===== src/rtl/adder_sum_decomposer_if.sv =====
// Handshake bundle for the serial sum decomposer: operation in (sum, a),
// result out (b, err), each with its own valid/ready pair.
interface adder_sum_decomposer_if #(
   parameter int WIDTH = 138
);
   logic             in_valid;
   logic             in_ready;
   logic [WIDTH:0]   sum;
   logic [WIDTH-1:0] a;
   logic             out_valid;
   logic             out_ready;
   logic [WIDTH-1:0] b;
   logic             err;

   modport master (
      output in_valid, sum, a, out_ready,
      input  in_ready, out_valid, b, err
   );

   modport slave (
      input  in_valid, sum, a, out_ready,
      output in_ready, out_valid, b, err
   );
endinterface


===== src/rtl/adder_sum_decomposer.sv =====
// Recovers b = sum - a by subtracting CHUNK-bit slices one per cycle with a
// registered borrow; err flags results that do not fit in WIDTH bits.
//
// state  | meaning
// IDLE   | in_ready high, waiting for an operation
// RUN    | subtracting slice idx, one slice per cycle
// DONE   | out_valid high, b/err held until out_ready
module adder_sum_decomposer #(
   parameter int WIDTH = 138,
   parameter int CHUNK = 32
) (
   input  logic                    clk,
   input  logic                    rst,
   adder_sum_decomposer_if.slave   bus
);
   localparam int NCHUNK = (WIDTH + CHUNK) / CHUNK;
   localparam int PW     = NCHUNK * CHUNK;
   localparam int IW     = (NCHUNK > 1) ? $clog2(NCHUNK) : 1;
   localparam logic [IW-1:0] LAST = IW'(NCHUNK - 1);

   typedef enum logic [1:0] {S_IDLE, S_RUN, S_DONE} state_t;

   state_t           state_q;
   logic [PW-1:0]    sum_q;
   logic [PW-1:0]    a_q;
   logic [PW-1:0]    diff_q;
   logic             borrow_q;
   logic [IW-1:0]    idx_q;
   logic             in_ready_q;
   logic             out_valid_q;
   logic [WIDTH-1:0] b_q;
   logic             err_q;

   logic [CHUNK-1:0] sum_sl;
   logic [CHUNK-1:0] a_sl;
   logic [CHUNK:0]   sub;
   logic [PW-1:0]    diff_d;

   // One extra bit on the slice difference captures the borrow-out.
   always_comb begin
      sum_sl = sum_q[int'(idx_q)*CHUNK +: CHUNK];
      a_sl   = a_q[int'(idx_q)*CHUNK +: CHUNK];
      sub    = {1'b0, sum_sl} - {1'b0, a_sl} - {{CHUNK{1'b0}}, borrow_q};
      diff_d = diff_q;
      diff_d[int'(idx_q)*CHUNK +: CHUNK] = sub[CHUNK-1:0];
   end

   always_ff @(posedge clk or posedge rst) begin
      if (rst) begin
         state_q     <= S_IDLE;
         sum_q       <= '0;
         a_q         <= '0;
         diff_q      <= '0;
         borrow_q    <= 1'b0;
         idx_q       <= '0;
         in_ready_q  <= 1'b1;
         out_valid_q <= 1'b0;
         b_q         <= '0;
         err_q       <= 1'b0;
      end else begin
         case (state_q)
            S_IDLE: begin
               if (bus.in_valid) begin
                  sum_q      <= PW'(bus.sum);
                  a_q        <= PW'(bus.a);
                  diff_q     <= '0;
                  borrow_q   <= 1'b0;
                  idx_q      <= '0;
                  in_ready_q <= 1'b0;
                  state_q    <= S_RUN;
               end
            end
            S_RUN: begin
               diff_q   <= diff_d;
               borrow_q <= sub[CHUNK];
               if (idx_q == LAST) begin
                  idx_q       <= '0;
                  b_q         <= diff_d[WIDTH-1:0];
                  err_q       <= sub[CHUNK] | diff_d[WIDTH];
                  out_valid_q <= 1'b1;
                  state_q     <= S_DONE;
               end else begin
                  idx_q <= idx_q + 1'b1;
               end
            end
            S_DONE: begin
               if (bus.out_ready) begin
                  out_valid_q <= 1'b0;
                  in_ready_q  <= 1'b1;
                  state_q     <= S_IDLE;
               end
            end
            default: state_q <= S_IDLE;
         endcase
      end
   end

   assign bus.in_ready  = in_ready_q;
   assign bus.out_valid = out_valid_q;
   assign bus.b         = b_q;
   assign bus.err       = err_q;
endmodule


===== src/flat_wrapper.sv =====
// flat-port wrapper written by rule: the top's interface ports become plain ports
module adder_sum_decomposer_flat 
#(
   parameter int WIDTH = 138,
   parameter int CHUNK = 32
)
  (clk, rst, bus_in_valid, bus_sum, bus_a, bus_out_ready, bus_in_ready, bus_out_valid, bus_b, bus_err);
  adder_sum_decomposer_if #(.WIDTH(WIDTH)) bus_i ();
  input  logic clk;
  input  logic rst;
  input wire logic [$bits(bus_i.in_valid)-1:0] bus_in_valid;
  input wire logic [$bits(bus_i.sum)-1:0] bus_sum;
  input wire logic [$bits(bus_i.a)-1:0] bus_a;
  input wire logic [$bits(bus_i.out_ready)-1:0] bus_out_ready;
  output wire logic [$bits(bus_i.in_ready)-1:0] bus_in_ready;
  output wire logic [$bits(bus_i.out_valid)-1:0] bus_out_valid;
  output wire logic [$bits(bus_i.b)-1:0] bus_b;
  output wire logic [$bits(bus_i.err)-1:0] bus_err;
  assign bus_i.in_valid = bus_in_valid;
  assign bus_i.sum = bus_sum;
  assign bus_i.a = bus_a;
  assign bus_i.out_ready = bus_out_ready;
  assign bus_in_ready = bus_i.in_ready;
  assign bus_out_valid = bus_i.out_valid;
  assign bus_b = bus_i.b;
  assign bus_err = bus_i.err;
  adder_sum_decomposer #(.WIDTH(WIDTH), .CHUNK(CHUNK)) u_core (.clk(clk), .rst(rst), .bus(bus_i));
endmodule

===== config.mk =====
export PLATFORM = sky130hd
export DESIGN_NAME = adder_sum_decomposer_flat
export DESIGN_NICKNAME = d
export VERILOG_FILES = /design/src/rtl/adder_sum_decomposer_if.sv /design/src/rtl/adder_sum_decomposer.sv /design/src/flat_wrapper.sv
export SDC_FILE = /design/constraint.sdc
export NUM_CORES = 2
export LEC_CHECK = 0
export ABC_AREA = 0
export BUFFER_PORTS_ARGS = -buffer_cell sky130_fd_sc_hd__buf_2
export CAP_MARGIN = 20
export CORE_UTILIZATION = 57
export DETAILED_ROUTE_END_ITERATION = 10
export PLACE_DENSITY = 0.79
export SYNTH_ARGS = -nofsm -noshare
export SYNTH_HDL_FRONTEND = slang
export SYNTH_SLANG_ARGS = --single-unit
export TNS_END_PERCENT = 30

===== constraint.sdc =====
create_clock -name clk -period 19.9 [get_ports clk]
set_input_delay 0.995 -clock clk [delete_from_list [all_inputs] [get_ports clk]]
set_output_delay 0.995 -clock clk [all_outputs]
set_load 0.01 [all_outputs]

# == Word-level counts from Yosys, hierarchy flattened ==
# Cells that the tools add are included.
# W data, S select, Z words.
# totals
wordCells,52
in_bits,281
regBits,584
# op_classes
mux,17
n_shift,4
n_eq_ne,6
bitwise_logic,1
add_sub_neg,4
n_reduce_logical,10
# ops
op,n
$pmux W160 S2,1
$shiftx A160 B9 Y32,2
$bwmux W160,1
$mux W160,1
$shift A32 B33 Y160 const A,1
$shiftx A32 B33 Y160,1
$neg A8 Y33,1
$sub A32 B32 Y33,1
$sub A33 B1 Y33,1
$reduce_and A3 Y1,3
$mux W2,3
$mux W3,2
$pmux W1 S2,3
$pmux W2 S3,1
$pmux W3 S2,1
$reduce_and A2 Y1,3
$reduce_bool A2 Y1,3
$mux W1,4
$ne A2 B2 Y1 const B,2
$add A3 B1 Y3 const B,1
$eq A3 B3 Y1 const B,1
$eq A2 B1 Y1 const B,1
$eq A2 B2 Y1 const B,1
$logic_not A2 Y1,1
2 further kinds,2

# == Longest topological paths before layout ==
# logic_depth
ltp_word,6
mapped_depth,19
depth_no_buf,15

# == Least setup slack after synthesis ==
# Ideal clock, no wire load.
# synth_timing
path_type,reg2reg
startpoint,reg u_core.idx_q[0]
endpoint,"reg u_core.b_q[122], in the netlist u_core.bus.b[122]"
setup_ps,128
t_arrival_ps,4455
t_required_ps,19772
stages_incl_launch_ff,18
slack_ps,15317
path_buffers,4
period_less_slack_ps,4583
cell_sequence,dfrtp_1 > buf_2 > buf_2 > buf_1 > mux4_2 > nand2_1 > ha_1 > inv_1 > ha_1 > buf_2 > a21o_1 > a21o_1 > a221oi_1 > o21ai_2 > a2111o_1 > a41o_1 > xnor2_4 > o21ai_1
# synth_via
elab_chain_len,5
# synth_rtl
item,line_no,rtl
"start, declared",adder_sum_decomposer.sv:28,logic [IW-1:0] idx_q;
"start signal, assigned",adder_sum_decomposer.sv:83,idx_q <= idx_q + 1'b1;
"$shiftx A160 B9 Y32, on equally long branches","adder_sum_decomposer.sv:41, adder_sum_decomposer.sv:42",
$sub A32 B32 Y33,adder_sum_decomposer.sv:43,"sub = {1'b0, sum_sl} - {1'b0, a_sl} - {{CHUNK{1'b0}}, borrow_q};"
$sub A33 B1 Y33,adder_sum_decomposer.sv:43,
$shiftx A32 B33 Y160,adder_sum_decomposer.sv:45,diff_d[int'(idx_q)*CHUNK +: CHUNK] = sub[CHUNK-1:0];
$bwmux W160,adder_sum_decomposer.sv:45,
"end signal, assigned",adder_sum_decomposer.sv:78,b_q <= diff_d[WIDTH-1:0];
"end, declared",adder_sum_decomposer.sv:31,logic [WIDTH-1:0] b_q;
# Several ways; a longest one is shown, not always the timed one.
# A chain may end at the register's enable or synchronous reset.

# == Worst setup path after layout ==
# layout_timing
startpoint,reg u_core.idx_q[0]
endpoint,"reg u_core.b_q[126], in the netlist u_core.bus.b[126]"
# Same word-level chain as after synthesis.

==> flow_summary.json <==
{
  "dr.pass1.iters": 5,
  "synth_adder_area_share": 0.0317,
  "gp_congestion": 0.885,
  "antenna_found_initial": 27,
  "hold_path_end": "u_core.bus.b[76]$_DFFE_PP0P_",
  "worstRegToRegCells": 14,
  "clk_path_buf_depth": 3,
  "cp_cell_sequence": "buf_4 -> mux4_2 -> and2_1 -> ha_1 -> inv_1 -> ha_1 -> and2_1 -> and3_1 -> a221oi_1 -> o311ai_0 -> a311oi_1 -> o21bai_1 -> xor2_1 -> a221o_1",
  "use_met3": 0.0819,
  "cts_made_buffers": 56,
  "cp_top_family": "compound AO/OA/AOI/OAI gates",
  "core_area_um2": 45700,
  "slew_viol_final": 0,
  "vias": 20500,
  "wirelength_um": 76100,
  "synth_edf_count": 0,
  "synthDistinctLibCells": 78,
  "clock_sinks": 563,
  "setup_tns_ps": 0,
  "dp_hpwl_um": 52100,
  "async_flop_share": 1.00,
  "port-buffer-count": 421,
  "grt_pass1_vias": 20500,
  "maxCapViolations": 0,
  "critPathCaptureType": "register",
  "top_usage_layer": "met2",
  "htree_levels": 2,
  "final_layout_size_suffix_gt1_frac": 0.331,
  "gr-total-overflow": 0,
  "crit_type": "register to register",
  "route.detailed.drc": 0,
  "cp_max_fo": 62,
  "synth_compound_area_frac": 0.120,
  "fin_skew_ps": 23.9,
  "cts.hold.buffers_added": 0,
  "area_growth_pct": 17.2,
  "cp-start-kind": "register",
  "grt_max_degree": 196,
  "clock_latency_ps": 630,
  "grt_pass1_wl_um": 117000,
  "max_stage_delay_ps": 970,
  "path_buf_inv": 2,
  "status": "completed",
  "num_io_pins": 422,
  "rsz0062_at_grt": "false",
  "synthSimpleGateAreaFrac": 0.0969,
  "die_h_um": 218,
  "period_share": 0.291,
  "synth_area_um2": 26500,
  "synth_top_family_by_area": "multiplexers",
  "cts.clk_slew.worst_paths_ps": 60,
  "synth-warning-count": 0,
  "synth_seq_cells": 563,
  "tightestPinTransition_ps": 1180,
  "postRouteAntennaNets": 0,
  "cts_tree": "done",
  "hold_path_depth": 2,
  "cts_resized": 0,
  "final_cell_mix": "dfrtp_1 (560), buf_2 (421), mux2_2 (278)",
  "synth.area.mux_share": 0.176,
  "met1_usage": 0.435,
  "r2r-start": "u_core.idx_q[0]$_DFFE_PP0P_",
  "fin_crit_ps": 5790,
  "die_x_um": 218,
  "wl_per_cell_um": 22.6,
  "hold_path.class": "register to register",
  "regToRegEndpoint": "u_core.bus.b[126]$_DFFE_PP0P_",
  "layout_commonest_cell": "dfrtp_1",
  "dr.first_iter.drc_count": 2142,
  "viasPerCell": 6.09,
  "relSlewSlack": 0.206,
  "ys.flop_type": "dfrtp_1",
  "synthesis.nets": 2691,
  "synth_cells": 2344,
  "die-area_um2": 47400,
  "finalSetupViolations": 0,
  "layout.nets": 3046,
  "synth.avg_cell_area_um2": 11.3,
  "synth_seq_area_share": 0.531,
  "rrSetupSlack_ps": 14110,
  "finalHoldViolCount": 0,
  "rows": 78,
  "cp_slowest_cell": "dfrtp_4",
  "clock.fmax_mhz": 173,
  "post_synth_xor_area_fraction": 0.0107,
  "grt_usage": 0.322,
  "critical_path_arrival_ps": 6340,
  "hold_path_startpoint": "u_core.bus.b[76]$_DFFE_PP0P_",
  "met2_usage": 0.508,
  "root_buffer": "clkbuf_16",
  "initial_core_util": 0.581,
  "cp.required_ps": 20450,
  "post_cts_buffers": 0
}
==> cell families after synthesis <==
family | Yosys count
DFF | 563
AOI/OAI and AO/OA | 496
buffers and inverters | 232
and+or+nand+nor | 582
muxes | 378
adders and majority gates | 66
xor gates and xnor gates | 27
==> flip-flops by register name, summed over array words and instances (netlist names) <==
register              cells
u_core.diff_q           139
u_core.sum_q            139
u_core.a_q              138
u_core.bus.b            138
u_core.idx_q              3
u_core.state_q            2
u_core.borrow_q           1
u_core.bus.err            1
u_core.bus.in_ready       1
u_core.bus.out_valid      1
==> layout make-up <==
class | count | area [um2]
Antenna cell | 16 | 40.0
Clock buffer | 80 | 1600
Clock inverter | 24 | 338
Fill cell | 3336 | 14600
Inverter | 78 | 300
Multi-Input combinational cell | 1549 | 11600
Sequential cell | 563 | 14100
Tap cell | 600 | 751
Timing Repair Buffer | 451 | 2380
==> synth_stat cells, types with 5 or more instances <==
| cell | n | share of area |
|---|---|---|
| a21o_1 | 17 | 0.0048 |
| a21oi_1 | 139 | 0.026 |
| a221o_1 | 5 | 0.0019 |
| a22o_1 | 89 | 0.029 |
| a31oi_1 | 46 | 0.011 |
| and2_1 | 25 | 0.0059 |
| and3_1 | 26 | 0.0061 |
| buf_1 | 12 | 0.0017 |
| buf_2 | 6 | 0.0011 |
| clkbuf_1 | 133 | 0.019 |
| dfrtp_1 | 562 | 0.53 |
| ha_1 | 64 | 0.030 |
| inv_1 | 76 | 0.011 |
| mux2_2 | 278 | 0.12 |
| mux2i_1 | 56 | 0.021 |
| mux4_2 | 43 | 0.036 |
| nand2_1 | 277 | 0.039 |
| nand3_1 | 42 | 0.0079 |
| nand4_1 | 9 | 0.0021 |
| nor2_1 | 152 | 0.021 |
| nor2b_1 | 5 | 0.0012 |
| nor3_1 | 15 | 0.0028 |
| o211ai_1 | 7 | 0.0020 |
| o21ai_0 | 120 | 0.023 |
| o21ai_1 | 15 | 0.0028 |
| o21bai_1 | 6 | 0.0017 |
| o22ai_1 | 10 | 0.0024 |
| or3_1 | 6 | 0.0014 |
| xnor2_1 | 13 | 0.0043 |
| xor2_1 | 9 | 0.0030 |
==> worst max-delay path by stage <==
stage	start	end	slack (ps)	depth (start not counted)
after global routing	u_core.idx_q[0]$_DFFE_PP0P_	u_core.bus.b[126]$_DFFE_PP0P_	13740	14
after global placement	u_core.idx_q[0]$_DFFE_PP0P_	u_core.bus.b[94]$_DFFE_PP0P_	14280	14
after CTS	u_core.idx_q[0]$_DFFE_PP0P_	u_core.bus.b[126]$_DFFE_PP0P_	14140	14
after detailed placement	u_core.idx_q[0]$_DFFE_PP0P_	u_core.bus.b[126]$_DFFE_PP0P_	14210	14
final	u_core.idx_q[0]$_DFFE_PP0P_	u_core.bus.b[126]$_DFFE_PP0P_	14110	14
after floorplan	rst	u_core.a_q[0]$_DFFE_PP0P_	3160	1
==> tightest hold or removal path, stage by stage (launching register included) <==
cell and delay [ps]:
dfrtp_1 340, nand2_1 50, nand2_1 50
==> layer usage <==
metal	vias to the layer above	share of wire
met5	-	0.0017
met4	22	0.034
met3	180	0.090
met2	1005	0.47
met1	10200	0.40
li1	9030	-
==> through the flow <==
stage	utilization	cells	worst slack (ps)	hold WS, ps	instance area, um2
after floorplan	-	2344	3160	442	26500
after CTS	0.679	3341	14140	476	31000
after global placement	0.636	3237	14280	451	29100
after detailed placement	0.636	3237	14210	462	29100
final	0.681	3361	14110	472	31100
after global routing	0.681	3358	13740	496	31100
Power is left out: the tool's default activity adds up to more than one toggle a clock period on the data nets, which glitch-free logic cannot reach.
